===== src/rtl/sseg_pkg.sv =====
// Shared 7-segment types, segment bit positions and the active-low hex font.
package sseg_pkg;

    typedef logic [7:0] sseg_n_t;

    localparam sseg_n_t SSEG_OFF_N = 8'hFF;

    localparam int SEG_A  = 0;
    localparam int SEG_B  = 1;
    localparam int SEG_C  = 2;
    localparam int SEG_D  = 3;
    localparam int SEG_E  = 4;
    localparam int SEG_F  = 5;
    localparam int SEG_G  = 6;
    localparam int SEG_DP = 7;

    // Returns {g,f,e,d,c,b,a}, active-low (0 lights the segment).
    function automatic logic [6:0] hex_font(input logic [3:0] hex);
        logic [6:0] seg_n;
        case (hex)
            4'h0: seg_n = 7'b1000000;
            4'h1: seg_n = 7'b1111001;
            4'h2: seg_n = 7'b0100100;
            4'h3: seg_n = 7'b0110000;
            4'h4: seg_n = 7'b0011001;
            4'h5: seg_n = 7'b0010010;
            4'h6: seg_n = 7'b0000010;
            4'h7: seg_n = 7'b1111000;
            4'h8: seg_n = 7'b0000000;
            4'h9: seg_n = 7'b0010000;
            4'hA: seg_n = 7'b0001000;
            4'hB: seg_n = 7'b0000011;
            4'hC: seg_n = 7'b1000110;
            4'hD: seg_n = 7'b0100001;
            4'hE: seg_n = 7'b0000110;
            default: seg_n = 7'b0001110;
        endcase
        return seg_n;
    endfunction

endpackage


===== src/rtl/hex_to_sseg.sv =====
// Combinational hex nibble to active-low gfedcba segment decoder.
module hex_to_sseg
    import sseg_pkg::*;
(
    input  logic [3:0] i_hex,
    output logic [6:0] o_seg_n
);

    always_comb begin
        o_seg_n = hex_font(i_hex);
    end

endmodule


===== src/rtl/led_n_mux_pwm.sv =====
// N-digit 7-segment scanner with dead time, PWM brightness, leading-zero
// suppression, per-slot input shadowing and a frame tick.
module led_n_mux_pwm
    import sseg_pkg::*;
#(
    parameter int unsigned N_DIGITS         = 4,
    parameter int unsigned SLOT_CYC         = 50000,
    parameter int unsigned DEAD_CYC         = 1000,
    parameter int unsigned BRIGHT_W         = 3,
    parameter logic        LDSEL_ACTIVE_LOW = 1'b0
) (
    input  logic                    i_clk,
    input  logic                    i_rst_n,
    input  logic [4*N_DIGITS-1:0]   i_hex,
    input  logic [N_DIGITS-1:0]     i_dp,
    input  logic [N_DIGITS-1:0]     i_blank,
    input  logic                    i_lz_suppress,
    input  logic [BRIGHT_W-1:0]     i_brightness,
    output logic [7:0]              o_sseg_n,
    output logic [N_DIGITS-1:0]     o_ldsel,
    output logic                    o_frame_tick
);

    localparam int unsigned CNT_W = $clog2(SLOT_CYC);
    localparam int unsigned IDX_W = $clog2(N_DIGITS);
    localparam int unsigned ON_W  = CNT_W + 1;
    localparam int unsigned STEP  = (SLOT_CYC - DEAD_CYC) >> BRIGHT_W;

    localparam logic [CNT_W-1:0]    SLOT_LAST      = CNT_W'(SLOT_CYC - 1);
    localparam logic [CNT_W-1:0]    DEAD_VAL       = CNT_W'(DEAD_CYC);
    localparam logic [IDX_W-1:0]    IDX_LAST       = IDX_W'(N_DIGITS - 1);
    localparam logic [N_DIGITS-1:0] LDSEL_INACTIVE = {N_DIGITS{LDSEL_ACTIVE_LOW}};

    logic [CNT_W-1:0]      slot_cnt_q, slot_cnt_d;
    logic [IDX_W-1:0]      digit_idx_q, digit_idx_d;
    logic [4*N_DIGITS-1:0] hex_sh_q, hex_sh_d;
    logic [N_DIGITS-1:0]   dp_sh_q, dp_sh_d;
    logic [N_DIGITS-1:0]   blank_sh_q, blank_sh_d;
    logic                  lz_sh_q, lz_sh_d;
    logic [BRIGHT_W-1:0]   bright_sh_q, bright_sh_d;
    sseg_n_t               sseg_q, sseg_d;
    logic [N_DIGITS-1:0]   ldsel_q, ldsel_d;
    logic                  tick_q, tick_d;

    logic                  slot_start;
    logic                  slot_end;
    logic [N_DIGITS-1:0]   lz_vec;
    logic                  all_zero;
    logic                  dark;
    logic [ON_W-1:0]       on_len;
    logic [CNT_W-1:0]      rel_cnt;
    logic                  lit;
    logic [3:0]            cur_hex;
    logic [6:0]            cur_font;

    always_comb begin
        slot_start  = (slot_cnt_q == '0);
        slot_end    = (slot_cnt_q == SLOT_LAST);
        slot_cnt_d  = slot_end ? '0 : slot_cnt_q + CNT_W'(1);
        digit_idx_d = digit_idx_q;
        if (slot_end) begin
            digit_idx_d = (digit_idx_q == IDX_LAST) ? '0 : digit_idx_q + IDX_W'(1);
        end
    end

    // The _d shadow values double as the "effective" inputs for this slot, so the
    // capture cycle itself already uses the freshly sampled values.
    always_comb begin
        hex_sh_d    = hex_sh_q;
        dp_sh_d     = dp_sh_q;
        blank_sh_d  = blank_sh_q;
        lz_sh_d     = lz_sh_q;
        bright_sh_d = bright_sh_q;
        if (slot_start) begin
            hex_sh_d    = i_hex;
            dp_sh_d     = i_dp;
            blank_sh_d  = i_blank;
            lz_sh_d     = i_lz_suppress;
            bright_sh_d = i_brightness;
        end
    end

    // Walk down from the leftmost digit; digit 0 is never suppressed.
    always_comb begin
        lz_vec   = '0;
        all_zero = 1'b1;
        for (int k = int'(N_DIGITS) - 1; k >= 1; k--) begin
            all_zero  = all_zero && (hex_sh_d[4*k +: 4] == 4'h0);
            lz_vec[k] = lz_sh_d && all_zero;
        end
        dark    = blank_sh_d[digit_idx_q] | lz_vec[digit_idx_q];
        cur_hex = hex_sh_d[4*digit_idx_q +: 4];
    end

    always_comb begin
        on_len  = ON_W'((32'(bright_sh_d) + 32'd1) * STEP);
        rel_cnt = slot_cnt_q - DEAD_VAL;
        lit     = (slot_cnt_q >= DEAD_VAL) && ({1'b0, rel_cnt} < on_len) && !dark;
    end

    hex_to_sseg u_hex_to_sseg (
        .i_hex   (cur_hex),
        .o_seg_n (cur_font)
    );

    always_comb begin
        sseg_d  = SSEG_OFF_N;
        ldsel_d = LDSEL_INACTIVE;
        tick_d  = slot_end && (digit_idx_q == IDX_LAST);
        if (lit) begin
            sseg_d[SEG_G:SEG_A] = cur_font;
            sseg_d[SEG_DP]      = ~dp_sh_d[digit_idx_q];
            ldsel_d             = (N_DIGITS'(1) << digit_idx_q) ^ LDSEL_INACTIVE;
        end
    end

    always_ff @(posedge i_clk) begin
        if (!i_rst_n) begin
            slot_cnt_q  <= '0;
            digit_idx_q <= '0;
            hex_sh_q    <= '0;
            dp_sh_q     <= '0;
            blank_sh_q  <= '0;
            lz_sh_q     <= 1'b0;
            bright_sh_q <= '0;
            sseg_q      <= SSEG_OFF_N;
            ldsel_q     <= LDSEL_INACTIVE;
            tick_q      <= 1'b0;
        end else begin
            slot_cnt_q  <= slot_cnt_d;
            digit_idx_q <= digit_idx_d;
            hex_sh_q    <= hex_sh_d;
            dp_sh_q     <= dp_sh_d;
            blank_sh_q  <= blank_sh_d;
            lz_sh_q     <= lz_sh_d;
            bright_sh_q <= bright_sh_d;
            sseg_q      <= sseg_d;
            ldsel_q     <= ldsel_d;
            tick_q      <= tick_d;
        end
    end

    assign o_sseg_n     = sseg_q;
    assign o_ldsel      = ldsel_q;
    assign o_frame_tick = tick_q;

endmodule

===== config.mk =====
export PLATFORM = sky130hd
export DESIGN_NAME = led_n_mux_pwm
export DESIGN_NICKNAME = d
export VERILOG_FILES = /design/src/rtl/sseg_pkg.sv /design/src/rtl/hex_to_sseg.sv /design/src/rtl/led_n_mux_pwm.sv
export SDC_FILE = /design/constraint.sdc
export NUM_CORES = 1
export LEC_CHECK = 0
export CAP_MARGIN = 25
export CORE_ASPECT_RATIO = 0.6
export CORE_MARGIN = 2
export CORE_UTILIZATION = 55
export CTS_CLUSTER_DIAMETER = 50
export DETAILED_ROUTE_END_ITERATION = 10
export MAX_ROUTING_LAYER = met4
export PLACE_DENSITY = 0.78
export SYNTH_ARGS = -nofsm -noshare
export SYNTH_HDL_FRONTEND = slang
export SYNTH_SLANG_ARGS = --single-unit

===== constraint.sdc =====
create_clock -name i_clk -period 14.4 [get_ports i_clk]
set_input_delay 1.44 -clock i_clk [delete_from_list [all_inputs] [get_ports i_clk]]
set_output_delay 1.44 -clock i_clk [all_outputs]
set_load 0.02 [all_outputs]

======== Yosys cells after proc, flatten, opt, wreduce, memory -nomap -nowiden ========
Memory sizes are Yosys's and may differ from the RTL's. A register that Yosys moved wholly into a read port is not among the register bits.
Cells that the tools add are included.
storage, ports and cells
  flip-flop bits (word level) ............. 59
  latch bits .............................. 0
  RAM bits ................................ 0
  ROM bits ................................ 112
  input bits .............................. 30
  output and inout port bits .............. 13
  logic and storage cells ................. 54
  memories kept ........................... 1
operators by class
  add/subtract/negate cells ............... 4
  multiply operators ...................... 1
  div/mod/pow operators ................... 0
  magnitude comparators ................... 3
  equal/unequal tests ..................... 2
  shift-type cells ........................ 2
  multiplexer cells ....................... 12
  bitwise logic cells ..................... 3
  reduce and logical (&&, ||, !) cells .... 16
memories
  memory           depth  bits a word  rd ports  clocked after Yosys merged registers in  wr ports  RTL line        text
  (no name shown)  16     7            1         1                                        0         sseg_pkg.sv:20  case (hex)
operators with widths
  kind                                                    number
  < comparator 16 x 17 -> 1 bit                           1
  multiplier 4 x 13 -> 17 bit (second input constant)     1
  adder 16 x 1 -> 16 bit (second input constant)          1
  == test 16 bit (second input constant)                  1
  >= comparator 16 x 10 -> 1 bit (second input constant)  1
  zero test 16 bit                                        1
  2-to-1 mux 16 bit                                       1
  variable part select 16 x 5 -> 4 bit                    1
  subtractor 16 x 10 -> 16 bit (second input constant)    1
  zero test 4 bit                                         3
  logical AND 1 bit                                       8
  2-to-1 mux 4 bit                                        2
  binary-select mux 1 bit (select 2 bit)                  3
  adder 3 x 1 -> 4 bit (second input constant)            1
  2-to-1 mux 1 bit                                        4
  << shifter 1 x 2 -> 4 bit (first input constant)        1
  < comparator 2 x 3 -> 1 bit (second input constant)     1
  2-to-1 mux 3 bit                                        1
  adder 2 x 1 -> 2 bit (second input constant)            1
  == test 2 bit (second input constant)                   1
  zero test 1 bit                                         2
  2-to-1 mux 2 bit                                        1
  NOT 1 bit                                               2
  AND reduction 2 bit                                     1
  2 further kinds                                         2

======== Depth between registers and ports, before layout ========
Gate-level depths: netlist (run 1).
  depth in word-level cells ............... 13
  depth in mapped cells ................... 33
  depth with buffers taken out ............ 28

======== Modules after synthesis ========
From an unflattened synthesis (run 1), not the netlist that was laid out.
unflattened totals
  cells, all modules ...................... 500
  area total of the unflattened synthesis .. 4493.1 um2
by module, submodules not included
  module         times used  cells an instance  area each (um2)  seq. area each (um2)
  led_n_mux_pwm  1           468                4217.8           1181.1
  hex_to_sseg    1           32                 275.3            0.0

======== Worst setup path before layout (run 1) ========
OpenSTA, ideal clock, no wires.
  path type ............................... reg2reg
  from .................................... register slot_cnt_q[0]
  to ...................................... register sseg_q[6] (netlist: o_sseg_n[6])
  library setup time ...................... 122 ps
  arrival time ............................ 6262 ps
  data required time ...................... 14278 ps
  slack ................................... 8017 ps
  cell stages (with the launch flop) ...... 33
  buffers on the path ..................... 5
  period minus slack after synthesis ...... 6383 ps
  cell sequence ........................... dfxtp_1 -> inv_1 -> ha_1 -> or4b_4 -> nor4_2 -> buf_6 -> buf_12 -> buf_12 -> buf_12 -> mux2i_1 -> inv_1 -> ha_1 -> xnor2_1 -> fa_1 -> inv_1 -> fa_1 -> inv_1 -> ha_1 -> o21ai_0 -> o21bai_1 -> nand2b_1 -> a21oi_1 -> a21oi_1 -> a41o_1 -> a31oi_1 -> xor2_1 -> ha_1 -> a21oi_1 -> o21ai_0 -> a21oi_1 -> o21ai_1 -> buf_2 -> a221o_1
between the ends
  elaborated cells on any way between the ends .. 29
  classes of those cells .................. add/sub (2); mul (1); order compare (2); shift (1); mux (8); bitwise (1); reduce/logical (14)
RTL lines
  item                                  RTL line              text
  start, declared                       led_n_mux_pwm.sv:34   logic [CNT_W-1:0] slot_cnt_q, slot_cnt_d;
  start signal, assigned                led_n_mux_pwm.sv:130  slot_cnt_q <= slot_cnt_d;
  zero test 16 bit                      led_n_mux_pwm.sv:57   slot_start = (slot_cnt_q == '0);
  2-to-1 mux 3 bit                      led_n_mux_pwm.sv:74   if (slot_start) begin
  via bright_sh_d[1]                    led_n_mux_pwm.sv:40   logic [BRIGHT_W-1:0] bright_sh_q, bright_sh_d;
  adder 3 x 1 -> 4 bit                  led_n_mux_pwm.sv:96   on_len = ON_W'((32'(bright_sh_d) + 32'd1) * STEP);
  multiplier 4 x 13 -> 17 bit           led_n_mux_pwm.sv:96
  < comparator 16 x 17 -> 1 bit         led_n_mux_pwm.sv:98   lit = (slot_cnt_q >= DEAD_VAL) && ({1'b0, rel_cnt} < on_len) && !dark;
  logical AND 1 bit (2 in a row)        led_n_mux_pwm.sv:98
  AND reduction 2 bit (no source line)  n/a
  zero test 1 bit (no source line)      n/a
  end, declared                         led_n_mux_pwm.sv:41   sseg_n_t sseg_q, sseg_d;
The timed path passes the listed nets, and every way through them passes these cells. The select of a mux whose other input is x is not followed.
A chain may end at the register's enable or synchronous reset.

======== Worst setup path in the final report (run 1) ========
Ends and elaborated chain as after synthesis.

==> key figures, run 1 <==
Worst hold path
  • WHS Path Cells: 1
  • Hold Path End: slot_cnt_q[0]
  • Hold Crit Class: reg -> reg
  • Hold Crit Start: slot_cnt_q[0]

Synth
  • Mean area per synthesized cell: 9.35 sq um
  • Synth Register Bits: 59
  • Primary FF master, synth: dfxtp_1
  • XOR/XNOR share of the synthesized area: 0.0746
  • Post-synth ARST share: 0
  • Seq/Total Area, Yosys: 0.280
  • Synth cell types: 58
  • Post-synth EDFFs: 0
  • Mapped cell area: around 4200 sq um
  • Combinational family with the most area after synthesis: simple AND/OR/NAND/NOR gates
  • Complex-gate fraction of the synthesized area: 0.0954
  • Cells after Synth: 452
  • Fraction of the mapped netlist area in simple logic gates: 0.191
  • Yosys warning total: 0
  • Adder-Cell Fraction of Synth Area: 0.174
  • Syn nets: 537
  • Multiplexer area fraction after synthesis: 0.121

Placed design
  • Dpl cells: a little under 600
  • Detailed placer's ending HPWL: 7.38 mm
  • GPL Wtd Cong: 0.936
  • PortBufs: 42

Power
  • Peak VDD IR: approximately 0.097 mV
  • Cell Pwr Density: 160 nW/um^2
  • Power Total: 0.000798 W
  • LEAKAGE: between 2 and 2.5 nW

Clock network
  • Post-CTS setup buffer count: 0
  • CTS H-Tree Depth: 3
  • CTS Root Cell: clkbuf_16
  • Post_cts resized: 0
  • TritonCTS Buffers: 9
  • Hold Buf Count CTS: 0
  • CTS sink cnt: 59
  • CTS max path bufs: 2
  • TritonCTS clock tree: built
  • Clock Latency Late Sink: about 0.33 ns
  • Clock transition at path regs: 0.05 ns

Critical path
  • Critical R2R Launch: slot_cnt_q[0]
  • RR Endpoint: o_sseg_n[6]
  • Worst Reg-to-Reg Cells: 29
  • CP arrival: roughly 7.9 ns
  • Startpoint types: register
  • CP max FO: 35
  • Critical path class: reg -> reg
  • Slowest cell on crit path: o21ai_1
  • CP max stage delay: 0.73 ns
  • WP data required: 14.67 ns
  • Critical Path Most Common Cell: inv_1
  • Setup crit end kind: register
  • Worst R2R Setup Slack: just under 7 ns

Timing
  • Fin. Hold Viols: 0
  • Max-slew violations: 0
  • Setup Viol. Count Final: 0
  • Max Freq: 131 MHz
  • Headroom to the max-slew limit: 0.381
  • RSZ-0062 raised after global routing: false
  • Period Utilization, post-route: 0.530
  • Setup_tns: 0 ns
  • Worst Max-Slew Pin Slew: 0.922 ns
  • Clock Skew: 0.00371 ns
  • Period minus WS final: between 7 and 8 ns

Floorplan
  • Num rows: 24
  • Number of I/O pins: 43
  • Core Region: around 7400 sq um
  • Die area: 8420 sq um
  • Die H: roughly 72 um
  • Initial Util: 0.574
  • Die W: 117 um

Cells and area
  • Layout Cells excl Fill: between 500 and 600
  • Antenna diodes: 0
  • Filler Cells Inserted: 578
  • Area Overhead vs Synth: 18.0%
  • Fin util: 0.678
  • Fraction of layout cells with a size suffix above 1: 0.0671
  • Fin nets: around 570

Outcome
  • Outcome: completed

Routing
  • DR iter-0 viols: ~260
  • Routed vias: about 3400
  • Routed wire length: 9.85 mm
  • Avg WL per Cell: 16.5 um
  • Via density per instance: approximately 5.7
  • Pre-Repair DR Iteration Count: 5
  • Antenna-violating nets left: 0
  • DRC errors left: 0

Global route
  • First-pass GRT wire length: roughly 17 mm
  • Initial antenna violation count: 0
  • Overall Global Routing Usage: 0.264
  • Vias in the first global route: around 3300
  • Largest net degree at the start of global routing: 36
  • GRT overflow: 0

Run
  • MaxCap Viol Count: 0
[layout by cell type (no fill, tap or decap), drive strengths merged, types with 4 or more instances in the layout]
cell and n:
dfxtp 59, and3 4, a21oi 15, nand4 5, or3 5, inv 35
a21o 7, o21ai 12, nand2 16, nor2 30, nor3b 4, clkdlybuf4s50 42
ha 49, and2 4, mux4 6, nor3 10, nor4 9, clkbuf 11
mux2i 34, nand3 11, xnor2 14, nor2b 35, fa 6, xor2 22
[stage by stage]
step                area (sq um)  setup WS (ns)  hold slack [ns]
finish                      4990           6.77            0.496
global route                4990           6.21            0.520
CTS                         4990           6.89            0.485
detailed placement          4660           6.93            0.471
global placement            4660           7.23            0.456
floorplan                   4230           8.02            0.441
[critical path, delay by kind of cell (launching register included)]
family,cells,cell delay (ns)
multiplexers,1,0.72
flip-flops,1,0.35
XOR/XNOR,1,0.10
adder cells (fa/ha/maj),6,1.89
AND/OR/NAND/NOR,6,1.24
AO/OA/AOI/OAI,9,2.14
buffers and inverters,6,1.07
[worst max path at each step]
stage          depth (start not counted)          start     endpoint  slack [ns]
2_1_floorplan                         32  slot_cnt_q[0]  o_sseg_n[6]        8.02
3_3_place_gp                          29  slot_cnt_q[0]   o_ldsel[1]        7.23
3_5_place_dp                          28  slot_cnt_q[0]   o_ldsel[1]        6.93
4_1_cts                               28  slot_cnt_q[0]   o_ldsel[1]        6.89
5_1_grt                               28  slot_cnt_q[0]   o_ldsel[1]        6.21
6_report                              29  slot_cnt_q[0]  o_sseg_n[6]        6.77
[synthesized netlist by cell type, types with 2 or more instances]
library cell | count | area share
a211oi_1 | 2 | 0.0036
a21o_1 | 7 | 0.012
a21oi_1 | 15 | 0.018
a221o_1 | 3 | 0.0071
a221oi_1 | 2 | 0.0041
and2_1 | 4 | 0.0059
and3_1 | 3 | 0.0044
buf_12 | 3 | 0.014
buf_2 | 4 | 0.0047
buf_6 | 2 | 0.0053
clkbuf_1 | 10 | 0.0089
dfxtp_1 | 59 | 0.28
fa_1 | 6 | 0.028
ha_1 | 49 | 0.15
inv_1 | 35 | 0.031
mux2_2 | 2 | 0.0053
mux2i_1 | 34 | 0.081
mux4_2 | 6 | 0.032
nand2_1 | 16 | 0.014
nand2b_1 | 2 | 0.0030
nand3_1 | 11 | 0.013
nand4_1 | 5 | 0.0074
nor2_1 | 29 | 0.026
nor2b_1 | 35 | 0.052
nor3_1 | 10 | 0.012
nor3b_1 | 4 | 0.0071
nor4_1 | 8 | 0.012
o21a_1 | 2 | 0.0036
o21ai_0 | 10 | 0.012
o21ai_1 | 2 | 0.0024
o221ai_1 | 2 | 0.0041
o41ai_1 | 2 | 0.0041
or2_1 | 3 | 0.0044
or3_1 | 5 | 0.0074
or4_1 | 3 | 0.0053
xnor2_1 | 14 | 0.029
xor2_1 | 22 | 0.046
[where the power goes]
| part | total [W] | switching, W | internal, W |
|---|---|---|---|
| sequential | 0.000176 | 0.00000421 | 0.000172 |
| clock | 0.000233 | 0.0000736 | 0.000160 |
| combinational | 0.000389 | 0.000220 | 0.000168 |
| total | 0.000798 | 0.000298 | 0.000499 |
[flip-flops by register name, summed over array words and instances, names as in the netlist, 2 cells and up]
| signal | cells |
|---|---|
| dp_sh_q | 4 |
| blank_sh_q | 4 |
| hex_sh_q | 16 |
| bright_sh_q | 3 |
| o_ldsel | 4 |
| digit_idx_q | 2 |
| slot_cnt_q | 16 |
| o_sseg_n | 8 |
[routing by layer]
metal	GRT usage	part of all wire	wire (um)	vias up
li1	-	-	-	1652
met1	0.374	0.50	4920	1614
met2	0.369	0.42	4120	109
met3	0.0785	0.071	696	12
met4	0.0680	0.012	114	0
met5	-	0	0	-
[layout make-up]
class | instances | area, sq um | area share
clock buffer | 11 | 253 | 0.0507
multi-input combinational | 339 | 2780 | 0.558
sequential | 59 | 1180 | 0.237
tap | 104 | 130 | 0.0261
clock inverter | 4 | 73.8 | 0.0148
inverter | 35 | 131 | 0.0263
timing repair buffer | 44 | 435 | 0.0873
[cells by family (layout without fill, tap and decap cells)]
logic type | Yosys count | count (layout)
adder cells (fa/ha/maj) | 55 | 55
AO/OA/AOI/OAI | 59 | 59
buffers and inverters | 54 | 94
AND/OR/NAND/NOR | 146 | 146
flip-flops | 59 | 59
XOR/XNOR | 36 | 36
multiplexers | 43 | 43
Note: power is estimated with default switching activity, not from simulation.
==> inputs of run 2 (changes only) <==
--- a/config.mk
+++ b/config.mk
@@ -8,11 +8,11 @@
 export CAP_MARGIN = 25
 export CORE_ASPECT_RATIO = 0.6
 export CORE_MARGIN = 2
-export CORE_UTILIZATION = 55
+export CORE_UTILIZATION = 52
 export CTS_CLUSTER_DIAMETER = 50
 export DETAILED_ROUTE_END_ITERATION = 10
 export MAX_ROUTING_LAYER = met4
-export PLACE_DENSITY = 0.78
+export PLACE_DENSITY = 0.77
 export SYNTH_ARGS = -nofsm -noshare
 export SYNTH_HDL_FRONTEND = slang
 export SYNTH_SLANG_ARGS = --single-unit
==> constraint.sdc (replaced) <==
create_clock -name i_clk -period 6.8 [get_ports i_clk]
set_input_delay 0.68 -clock i_clk [delete_from_list [all_inputs] [get_ports i_clk]]
set_output_delay 0.68 -clock i_clk [all_outputs]
set_load 0.02 [all_outputs]
==> run 2 against run 1 <==
  * Cell area is 1.4% higher
  * Global-route usage shrank 1.6 points
  * Hold slack got worse by 0.0021 ns
  * Combinational power is 110% higher
  * Routed wire length is 1.3% higher
  * Clock skew rose by 0.0028 ns
  * Clock power up 100%
  * Worst setup slack lost 6.3 ns
  * Sequential power up 110%
  * Register-to-register slack lost 6.3 ns
  * Sequential share of layout area shrank 0.33 points
  * Critical path depth down 3
==> key figures, run 2 (synthesis results as in run 1) <==
Global route
  • Overall Global Routing Usage: 0.248
  • Largest net degree at the start of global routing: 35
  • First-pass GRT wire length: 16.5 mm
  • Initial antenna violation count: 0
  • Vias in the first global route: approximately 3200
  • GRT overflow: 0

Routing
  • Routed wire length: 9.97 mm
  • DR iter-0 viols: around 260
  • Avg WL per Cell: 16.3 um
  • Antenna-violating nets left: 0
  • Pre-Repair DR Iteration Count: 5
  • Via density per instance: 5.57
  • DRC errors left: 0
  • Routed vias: 3404

Critical path
  • Startpoint types: register
  • Critical path class: reg -> reg
  • Critical R2R Launch: slot_cnt_q[12]
  • CP arrival: 6.57 ns
  • WP data required: 7.01 ns
  • Setup crit end kind: register
  • CP delay by family, top: compound AO/OA/AOI/OAI gates
  • Worst Reg-to-Reg Cells: 26
  • CP max FO: 12
  • Slowest cell on crit path: or4_1
  • RR Endpoint: o_sseg_n[2]
  • Critical Path Most Common Cell: a21oi_1
  • Worst R2R Setup Slack: 0.43 ns
  • Crit path buf inv count: 4
  • CP max stage delay: 0.60 ns

Placed design
  • GPL Wtd Cong: 0.992
  • Post-place setup slack: about 0.23 ns
  • Detailed placer's ending HPWL: 7.45 mm
  • PortBufs: 42
  • Placed instance area: 4730 sq um

Timing
  • Fin. Hold Viols: 0
  • Period minus WS final: approximately 6.4 ns
  • Headroom to the max-slew limit: 0.593
  • Clock Skew: approximately 0.0065 ns
  • Worst Max-Slew Pin Slew: 0.610 ns
  • RSZ-0062 raised after global routing: false
  • Setup Viol. Count Final: 0
  • Max-slew violations: 0
  • Final worst slack: between 0.4 and 0.5 ns
  • Period Utilization, post-route: 0.936
  • Setup_tns: 0 ns
  • Hold_ws: 0.494 ns
  • Max Freq: 157 MHz

Clock network
  • CTS max path bufs: 2
  • CTS sink cnt: a little under 60
  • TritonCTS Buffers: 9
  • CTS Root Cell: clkbuf_16
  • Clock transition at path regs: 0.05 ns
  • Clock Latency Late Sink: 0.33 ns
  • Hold Buf Count CTS: 0
  • CTS H-Tree Depth: 3
  • TritonCTS clock tree: built

Floorplan
  • Die H: about 74 um
  • Num rows: 25
  • Die W: 120 um
  • Core Region: about 8000 sq um
  • Number of I/O pins: 43
  • Initial Util: 0.536
  • Die area: roughly 8900 sq um

Cells and area
  • FF/Latch Area: 1180 sq um
  • Commonest non-fill, non-tap cell in the layout: dfxtp_1
  • Multi-input logic area: around 2800 sq um
  • Fin nets: 583
  • Antenna diodes: 0
  • Final instance area: 5060 sq um
  • Filler Cells Inserted: 660
  • Area Overhead vs Synth: 19.7%
  • Fraction of layout cells with a size suffix above 1: 0.0855
  • Most frequent cells in the layout: dfxtp_1, ha_1, clkdlybuf4s50_1

Power
  • LEAKAGE: about 2.2 nW
  • Peak VDD IR: 0.191 mV
  • Power Total: 0.00167 W
  • Cell Pwr Density: 331 nW/um^2

Worst hold path
  • Hold Crit Class: reg -> reg
  • Hold Crit Start: slot_cnt_q[0]
  • WHS Path Cells: 1
  • Hold Path End: slot_cnt_q[0]

Outcome
  • Outcome: completed

Run
  • MaxCap Viol Count: 0
==> run 2: cell count changes in the layout (fill, tap and decap cells not counted) <==
cell	change
xnor2_1	-1
clkbuf_8	-2
buf_4	+10
xnor2_2	+1
clkinv_4	-1
clkbuf_1	+2
clkinv_2	+1
clkinvlp_4	+1
==> run 2: per-layer routing <==
layer,share of wire,track usage,vias to the layer above
li1,-,-,1673
met5,0,-,-
met1,0.55,0.374,1621
met4,0.0053,0.0646,0
met2,0.39,0.323,106
met3,0.059,0.0621,4
==> run 2: worst max-delay path by stage <==
stage / from / endpoint / slack, ns / depth (start not counted)
2_1_floorplan: slot_cnt_q[0] / o_sseg_n[6] / 0.42 / 32
3_3_place_gp: slot_cnt_q[0] / o_sseg_n[2] / 0.47 / 26
3_5_place_dp: slot_cnt_q[0] / o_sseg_n[6] / 0.23 / 28
4_1_cts: slot_cnt_q[0] / o_sseg_n[2] / 0.21 / 28
5_1_grt: slot_cnt_q[0] / o_sseg_n[2] / 0.07 / 28
6_report: slot_cnt_q[12] / o_sseg_n[2] / 0.43 / 26
==> run 2: area by class of cell <==
cell class | count | share of cell area
clock buffer | 11 | 0.0460
sequential | 59 | 0.234
tap | 108 | 0.0267
inverter | 35 | 0.0260
multi-input combinational | 339 | 0.551
timing repair buffer | 54 | 0.101
clock inverter | 5 | 0.0153
==> run 2: timing repair <==
action / 4_1_cts / 5_1_grt
setup buffers: 0 / 1
gates resized for setup: 0 / 1
endpoints found under the hold margin: 0 / 0
setup endpoints to repair: 0 / 12
==> run 2: where the power goes <==
| group | internal, W | switching (W) |
|---|---|---|
| logic | 0.000367 | 0.000465 |
| registers | 0.000364 | 0.00000909 |
| clock network | 0.000319 | 0.000151 |
==> run 2: per-stage QoR <==
stage | util | std cells
after detailed placement | 0.600 | 594
after CTS | 0.640 | 610
final | 0.642 | 611
after global routing | 0.642 | 611
after global placement | 0.600 | 594
after floorplan | - | 452
